## src/rtl/store_buffer.sv

```systemverilog
// Store buffer between the processor and backing memory: a circular FIFO of stores that
// drains in order. Loads are forwarded from the newest buffered store to the same word.
module sbLane #(
  parameter int WIDTH = 32,
  parameter int CW    = 3,
  parameter int AGE   = 0
) (
  input  logic [CW-1:0]    count,
  input  logic [WIDTH-1:0] entryAddr,
  input  logic [WIDTH-1:0] loadAddr,
  output logic             hit
);
  // AGE is the distance from head. The lane is live only while that distance is below count.
  assign hit = (CW'(AGE) < count) && (entryAddr[WIDTH-1:2] == loadAddr[WIDTH-1:2]);
endmodule

module store_buffer #(
  parameter int WIDTH = 32,
  parameter int DEPTH = 4
) (
  input  logic             clk,
  input  logic             rst,
  input  logic             memwriteM,
  input  logic [WIDTH-1:0] aluresultM,
  input  logic [WIDTH-1:0] writedataM,
  output logic [WIDTH-1:0] readdataM,
  input  logic [WIDTH-1:0] mem_rdata,
  output logic             mem_we,
  output logic [WIDTH-1:0] mem_waddr,
  output logic [WIDTH-1:0] mem_wdata,
  input  logic             mem_wready,
  output logic             sb_full,
  output logic             sb_empty,
  output logic             sb_overflow
);
  localparam int PW = $clog2(DEPTH);

  typedef struct packed {
    logic [WIDTH-1:0] addr;
    logic [WIDTH-1:0] data;
  } sbEntry_t;

  sbEntry_t      entries [DEPTH];
  logic [PW-1:0] head, tail;
  logic [PW:0]   count;
  logic          overflow;
  logic          push, pop;

  logic [DEPTH-1:0]            laneHit;
  logic [DEPTH-1:0][WIDTH-1:0] laneData;

  assign sb_empty    = (count == '0);
  assign sb_full     = (count == (PW+1)'(DEPTH));
  assign sb_overflow = overflow;
  assign mem_we      = !sb_empty;
  assign mem_waddr   = entries[head].addr;
  assign mem_wdata   = entries[head].data;

  assign pop  = mem_we && mem_wready;
  // A full buffer still takes a store when a slot frees on the same edge.
  assign push = memwriteM && (!sb_full || pop);

  always_ff @(posedge clk or negedge rst) begin
    if (!rst) begin
      head     <= '0;
      tail     <= '0;
      count    <= '0;
      overflow <= 1'b0;
    end else begin
      if (push) tail <= tail + 1'b1;
      if (pop)  head <= head + 1'b1;
      case ({push, pop})
        2'b10:   count <= count + 1'b1;
        2'b01:   count <= count - 1'b1;
        default: count <= count;
      endcase
      if (memwriteM && !push) overflow <= 1'b1;
    end
  end

  // Entry storage is unreset. The count gates every use, so stale data is never seen.
  always_ff @(posedge clk) begin
    if (push) entries[tail] <= '{addr: aluresultM, data: writedataM};
  end

  for (genvar g = 0; g < DEPTH; g++) begin : gLane
    logic [PW-1:0] laneIdx;
    assign laneIdx     = head + PW'(g);
    assign laneData[g] = entries[laneIdx].data;
    sbLane #(.WIDTH(WIDTH), .CW(PW+1), .AGE(g)) uLane (
      .count    (count),
      .entryAddr(entries[laneIdx].addr),
      .loadAddr (aluresultM),
      .hit      (laneHit[g])
    );
  end

  // Lanes run oldest to newest, so the last hit wins. That hit is the newest matching store.
  always_comb begin
    readdataM = mem_rdata;
    for (int k = 0; k < DEPTH; k++)
      if (laneHit[k]) readdataM = laneData[k];
  end
endmodule

```

## config.mk

```make
export PLATFORM = sky130hd
export DESIGN_NAME = store_buffer
export DESIGN_NICKNAME = d
export VERILOG_FILES = /design/src/rtl/store_buffer.sv
export SDC_FILE = /design/constraint.sdc
export NUM_CORES = 1
export LEC_CHECK = 0
export BUFFER_PORTS_ARGS = -buffer_cell sky130_fd_sc_hd__buf_4
export CAP_MARGIN = 20
export CORE_MARGIN = 2
export CORE_UTILIZATION = 58
export DETAILED_ROUTE_END_ITERATION = 8
export GPL_TIMING_DRIVEN = 0
export PLACE_DENSITY = 0.77
export SLEW_MARGIN = 20
export SYNTH_ARGS = -nofsm -noshare
export SYNTH_HDL_FRONTEND = slang
export SYNTH_SLANG_ARGS = --single-unit
```

## constraint.sdc

```tcl
create_clock -name clk -period 7.7 [get_ports clk]
set_clock_uncertainty 0.05 [all_clocks]
set_input_delay 0.77 -clock clk [delete_from_list [all_inputs] [get_ports clk]]
set_output_delay 0.77 -clock clk [all_outputs]
set_load 0.005 [all_outputs]
```

Yosys cells after proc, flatten, opt, wreduce, memory -nomap -nowiden
Memories as Yosys holds them, arrays and structs flattened.
Cells that the tools add are included.
Word-level totals
  input bits: 100
  logic and storage cells: 42
  bits in latches: 0
  memory bits (read-only): 0
  bits in registers: 8
  memories kept: 1
  memory bits (writable): 256
  output and inout port bits: 100
Memory list
  entries: words 4, bits a word 64, rd ports 4, clocked after memory_dff 0, write ports 1, line 43  | sbEntry_t entries [DEPTH];
Operators by class
  eq/ne operators: 7
  multiply operators: 0
  divide/modulo/power cells: 0
  multiplexer cells: 7
  reductions and logical operators: 13
  bitwise operators: 0
  magnitude comparators: 4
  add/sub/neg operators: 6
  shifts and indexed selects: 0
Operators with widths (count)
  2-to-1 mux 32 bit: 4
  equality test 30 bit: 4
  logical AND 1 bit: 7
  < comparator 1 x 3 -> 1 bit, first input constant: 2
  < comparator 2 x 3 -> 1 bit, first input constant: 2
  case mux 3 bit (2 select lines): 1
  adder 2 x 1 -> 2 bit, second input constant: 2
  adder 2 bit, second input constant: 2
  adder 3 x 1 -> 3 bit, second input constant: 1
  equality test 3 bit, second input constant: 1
  zero test 1 bit: 3
  zero test 3 bit: 1
  subtractor 3 x 1 -> 3 bit, second input constant: 1
  equality test 2 x 1 -> 1 bit, second input constant: 1
  equality test 2 bit, second input constant: 1
  2-to-1 mux 1 bit: 2
  nonzero test 2 bit: 1
  logical OR 1 bit: 1

Logic depth before layout (Yosys ltp)
  depth after elaboration: 7
  depth in mapped cells: 16
  gate-level depth less buffers: 9

Modules after synthesis
From an unflattened synthesis, not the netlist that was laid out.
Second synthesis, totals
  cell total of the unflattened synthesis: 1049
  area, all modules: 16674.7 um^2
Modules (own cells, without submodules)
  store_buffer: cells an instance 886, seq. area each 7887.6 um^2, instances 1, area each 15318.4 um^2
  sbLane (gLane[0].uLane): cells an instance 41, seq. area each 0.0 um^2, instances 1, area each 350.3 um^2
  sbLane (gLane[2].uLane): cells an instance 41, seq. area each 0.0 um^2, instances 1, area each 337.8 um^2
  sbLane (gLane[1].uLane): cells an instance 41, seq. area each 0.0 um^2, instances 1, area each 335.3 um^2
  sbLane (gLane[3].uLane): cells an instance 40, seq. area each 0.0 um^2, instances 1, area each 332.8 um^2

Least setup slack after synthesis
Ideal clock, no wire load.
  kind: input to output
  start: input port aluresultM[13]
  end: output port readdataM[1]
  required time: 6880 ps
  stages on the path: 11
  arrival time: 3367 ps
  slack: 3513 ps
  path buffers: 2
  cell sequence: clkbuf_1 > and2_1 > a22o_1 > or4b_1 > nor4_1 > nand4bb_1 > clkbuf_1 > or2_1 > and3_1 > o31a_1 > a211oi_1
Between the ends
  longest elaborated chain between the ends: 6
  elaborated cells on any way between the ends: 12
  those cells by class: eq/ne (4); mux (4); reduce/logical (4)
Ends and longest elaborated chain
  from (decl): line 24  | input logic [WIDTH-1:0] aluresultM,
  equality test 30 bit: line 14  | assign hit = (CW'(AGE) < count) && (entryAddr[WIDTH-1:2] == loadAddr[WIDTH-1:2]);
  logical AND 1 bit: line 14
  2-to-1 mux 32 bit (3 in series): line 102  | if (laneHit[k]) readdataM = laneData[k];
  2-to-1 mux 32 bit *: line 102
  to (decl): line 26  | output logic [WIDTH-1:0] readdataM,
Every way passes the cells marked *; elsewhere a longest branch is shown, timed or not.

Worst setup path in the final report
  start: register head[0]
  end: output port readdataM[11]
Between the ends
  longest elaborated chain between the ends: 7
  elaborated cells on any way between the ends: 16
  those cells by class: add/sub (3); eq/ne (4); mux (4); reduce/logical (4); memory (1)
Ends and longest elaborated chain
  from (decl): line 44  | logic [PW-1:0] head, tail;
  from (signal assigned): line 71  | if (pop) head <= head + 1'b1;
  adder 2 x 1 -> 2 bit / memory (4 x 64 bit) (equally long branches)
  memory (4 x 64 bit) *
  equality test 30 bit / logical AND 1 bit (equally long branches): line 14
  logical AND 1 bit / 2-to-1 mux 32 bit (equally long branches): line 14, 102
  2-to-1 mux 32 bit (2 in series): line 102
  2-to-1 mux 32 bit *: line 102
Marks and branches as above.

==> flow_metrics.py <==
metrics = {
    "run": {
        "drv_cap": 0,
    },
    "critical_path": {
        "cp_max_fo": 10,
        "rrSetupSlack_ns": 3.02,
        "setup.worst_path.end_class": "primary output",
        "start_kind": "flop",
        "crit_required_ns": 6.88,
        "timing.rr.start": "head[0]$_DFFE_PN0P_",
        "crit_end": "readdataM[11]",
        "cp-startpoint": "head[0]$_DFFE_PN0P_",
        "crit_arrival_ns": 5.92,
        "r2r-end": "head[1]$_DFFE_PN0P_",
        "reg2reg_depth": 11,
        "path_class": "flop to primary output",
    },
    "timing": {
        "slew_violations": 0,
        "setup_tns_ns": 0,
        "rsz0062_at_grt": "false",
        "fmax_mhz": 148,
        "period_needed_ns": 6.74,
        "hold_violations": 0,
        "worstMarginPinSlew_ns": 1.07,
        "relSlewSlack_pct": 28.1,
        "setup_viol": 0,
        "finalCritPeriodShare_pct": 87.5,
    },
    "floorplan": {
        "initial_core_util_pct": 59.2,
        "die_w_um": 178,
        "die_y_um": 178,
        "rows": 63,
        "io_pins": 200,
        "dieArea_um2": 31800,
        "core_um2": 29800,
    },
    "power_and_ir_drop": {
        "swShare_pct": 44.1,
        "sequentialPowerShare_pct": 24.0,
        "power_switching_mw": 3.72,
        "p_int_mw": 4.72,
        "powerDensity_nw_per_um2": 405,
        "vdd_drop_max_mv": 0.324,
        "pwr-share-clk_pct": 18.9,
        "leakagePower_nw": 7.69,
        "power_frac_comb_pct": 57.0,
    },
    "cells_and_area": {
        "fin_util_pct": 69.9,
        "areaGrowthSynthToFinish_pct": 18.1,
        "fillers": 2121,
        "drive_above_1_share_pct": 25.7,
        "fin_nets": 1893,
    },
    "logic_synthesis": {
        "synth_compound_gate_area_share_pct": 11.2,
        "seq_area_frac_synth_pct": 44.7,
        "synth_area_leader_cell": "edfxtp_1",
        "synth-adder-area-share_pct": 0.624,
        "ys.flop_type": "edfxtp_1",
        "synthCells": 1551,
        "ys_ff_latch": 264,
        "yosys.area_share.simple_pct": 12.5,
        "synthArstFlopShare_pct": 3.03,
        "synth_xor_area_share_pct": 5.07,
        "syn-cell-area_um2": 17600,
        "yosysMostFrequentCell": "edfxtp_1",
        "synthTopCellsByArea": "edfxtp_1 (44%), mux2i_1 (12%), mux2_2 (6.1%)",
        "synth_cell_types": 83,
        "synth_nets": 1659,
        "avgSynthCellArea_um2": 11.4,
        "synth_top_family_by_area": "multiplexers",
        "synthMuxAreaShare_pct": 21.7,
        "synth_edf_count": 256,
        "synth.top_cell.area_share_pct": 43.6,
        "yosys-top-cells-count": "edfxtp_1 (256), mux2i_1 (219), nor2_1 (113)",
        "ys_warn_count": 0,
    },
    "grt": {
        "grt_pass1_wl_um": 94900,
        "grt-ovfl-total": 0,
        "grt_start_max_net_pins": 44,
        "antenna_found_initial": 0,
        "grt_pass1_vias": 14964,
        "track_usage_pct": 40.7,
    },
    "drt": {
        "drt_iter0_drc": 2912,
        "drc": 0,
        "post_drt_wl_per_cell_um": 30.0,
        "ant_nets": 0,
        "route.final.wire_length_um": 66000,
        "dr.pass1.iters": 6,
        "vias": 15490,
        "vias_per_cell": 7.04,
    },
    "clock_network": {
        "clock_path_buffers": 3,
        "ctsRootBufferMaster": "clkbuf_16",
        "insertion_delay_ns": 0.58,
        "postCtsSetupBuffers": 0,
        "cts_tree": "built",
        "clk_pin_slew_ns": 0.07,
        "cts_sinks": 264,
        "htree_num_levels": 1,
        "numCtsBuffers": 29,
    },
    "place": {
        "port-buffer-count": 198,
        "place_congestion": 1.04,
        "dpl.hpwl_um": 48200,
    },
    "hold_path": {
        "hold_class": "primary input to flop",
    },
    "outcome": {
        "status": "completed",
    },
}
-- sequential cells by signal, indices dropped and copies added, names as in the netlist --
register     flops
count            3
entries        256
head             2
sb_overflow      1
tail             2
-- per-stage QoR --
step / cell area (um2) / hold WS (ns) / power (mW) / std cells / setup slack, ns
after floorplan: 17600 / 0.401 / 4.85 / 1551 / 3.51
after CTS: 20800 / 0.329 / 8.26 / 2198 / 1.19
final: 20800 / 0.324 / 8.44 / 2200 / 0.963
after detailed placement: 19700 / 0.400 / 6.66 / 2143 / 1.76
after global routing: 20800 / 0.333 / 8.66 / 2198 / 0.784
after global placement: 19600 / 0.393 / 6.61 / 2139 / 1.80
-- cell families after synthesis --
kind of cell               after synthesis
AOI/OAI and AO/OA                      280
xor gates and xnor gates               102
adders and majority gates                9
buffers and inverters                  147
DFF                                    264
muxes                                  340
and+or+nand+nor                        409
-- worst max-delay path: stages, from the launching register on --
cell	delay (ns)
dfrtp_1	0.31
buf_2	0.21
buf_4	0.27
buf_2	0.36
buf_4	0.32
buf_2	0.38
buf_2	0.38
mux2i_1	0.14
xnor2_1	0.55
nand4_1	0.15
nor3_1	0.21
nand4_1	0.56
nor3_2	0.88
a21boi_0	0.40
nor3_2	0.07
buf_4	0.14
-- worst min-delay path by stage --
stage,startpoint,end,slack [ns],depth (start not counted)
floorplan,sb_overflow$_DFFE_PN0P_,sb_overflow$_DFFE_PN0P_,0.40,1
global placement,sb_overflow$_DFFE_PN0P_,sb_overflow$_DFFE_PN0P_,0.39,1
detailed placement,sb_overflow$_DFFE_PN0P_,sb_overflow$_DFFE_PN0P_,0.40,1
CTS,writedataM[7],entries[3][7]$_DFFE_PP_,0.33,1
global route,writedataM[24],entries[3][24]$_DFFE_PP_,0.33,1
finish,writedataM[7],entries[1][7]$_DFFE_PP_,0.32,1
-- layer usage --
metal  global-route usage [%]  routed length (um)
met5                        0                   0
met4                     14.0                2480
met3                     8.31                8580
met2                     60.8               28700
met1                     59.1               26200
-- power groups by stage --
stage                     logic (mW)  clock network [mW]  registers (mW)
final                           4.81                1.60            2.03
after CTS                       4.65                1.59            2.02
after global placement          4.55                   0            2.07
after floorplan                 2.82                   0            2.02
after detailed placement        4.61                   0            2.05
after global routing            4.97                1.64            2.05
-- final cells by class --
| cell class | instances | area [um2] | share of cell area (%) |
|---|---|---|---|
| multi-input cells | 1140 | 9010 | 43.3 |
| well taps | 390 | 488 | 2.34 |
| inverters | 10 | 37.5 | 0.180 |
| plain buffers | 137 | 706 | 3.39 |
| clock buffers | 32 | 747 | 3.59 |
| clock inverters | 22 | 343 | 1.65 |
| diodes | 2 | 5.00 | 0.0240 |
| repair buffers | 203 | 1610 | 7.71 |
| flip-flops and latches | 264 | 7890 | 37.9 |
-- repair_timing --
item / 4_1_cts / 5_1_grt
endpoints found under the hold margin: 8 / 0
hold buffers: 1 / 0
resized for setup: 0 / 0
-- cells in the final DEF, fill, tap and decap left out, drive strengths merged, types with 7 or more instances in the layout --
cell type,instances
mux4,23
o211ai,7
nor3,45
nand4,19
o31ai,24
bufinv,8
nand3,39
nor2,113
o32a,8
buf,277
o31a,18
xor2,29
nand2,71
xnor2,73
a2bb2oi,18
edfxtp,256
inv,13
a21oi,72
clkinv,7
mux2i,222
clkbuf,94
o21ai,31
dfrtp,8
nor4,49
a211oi,11
nor2b,17
mux2,95
and2,13
o22ai,14
a2111oi,15
ha,8
Power figures use the tool's default switching activity.
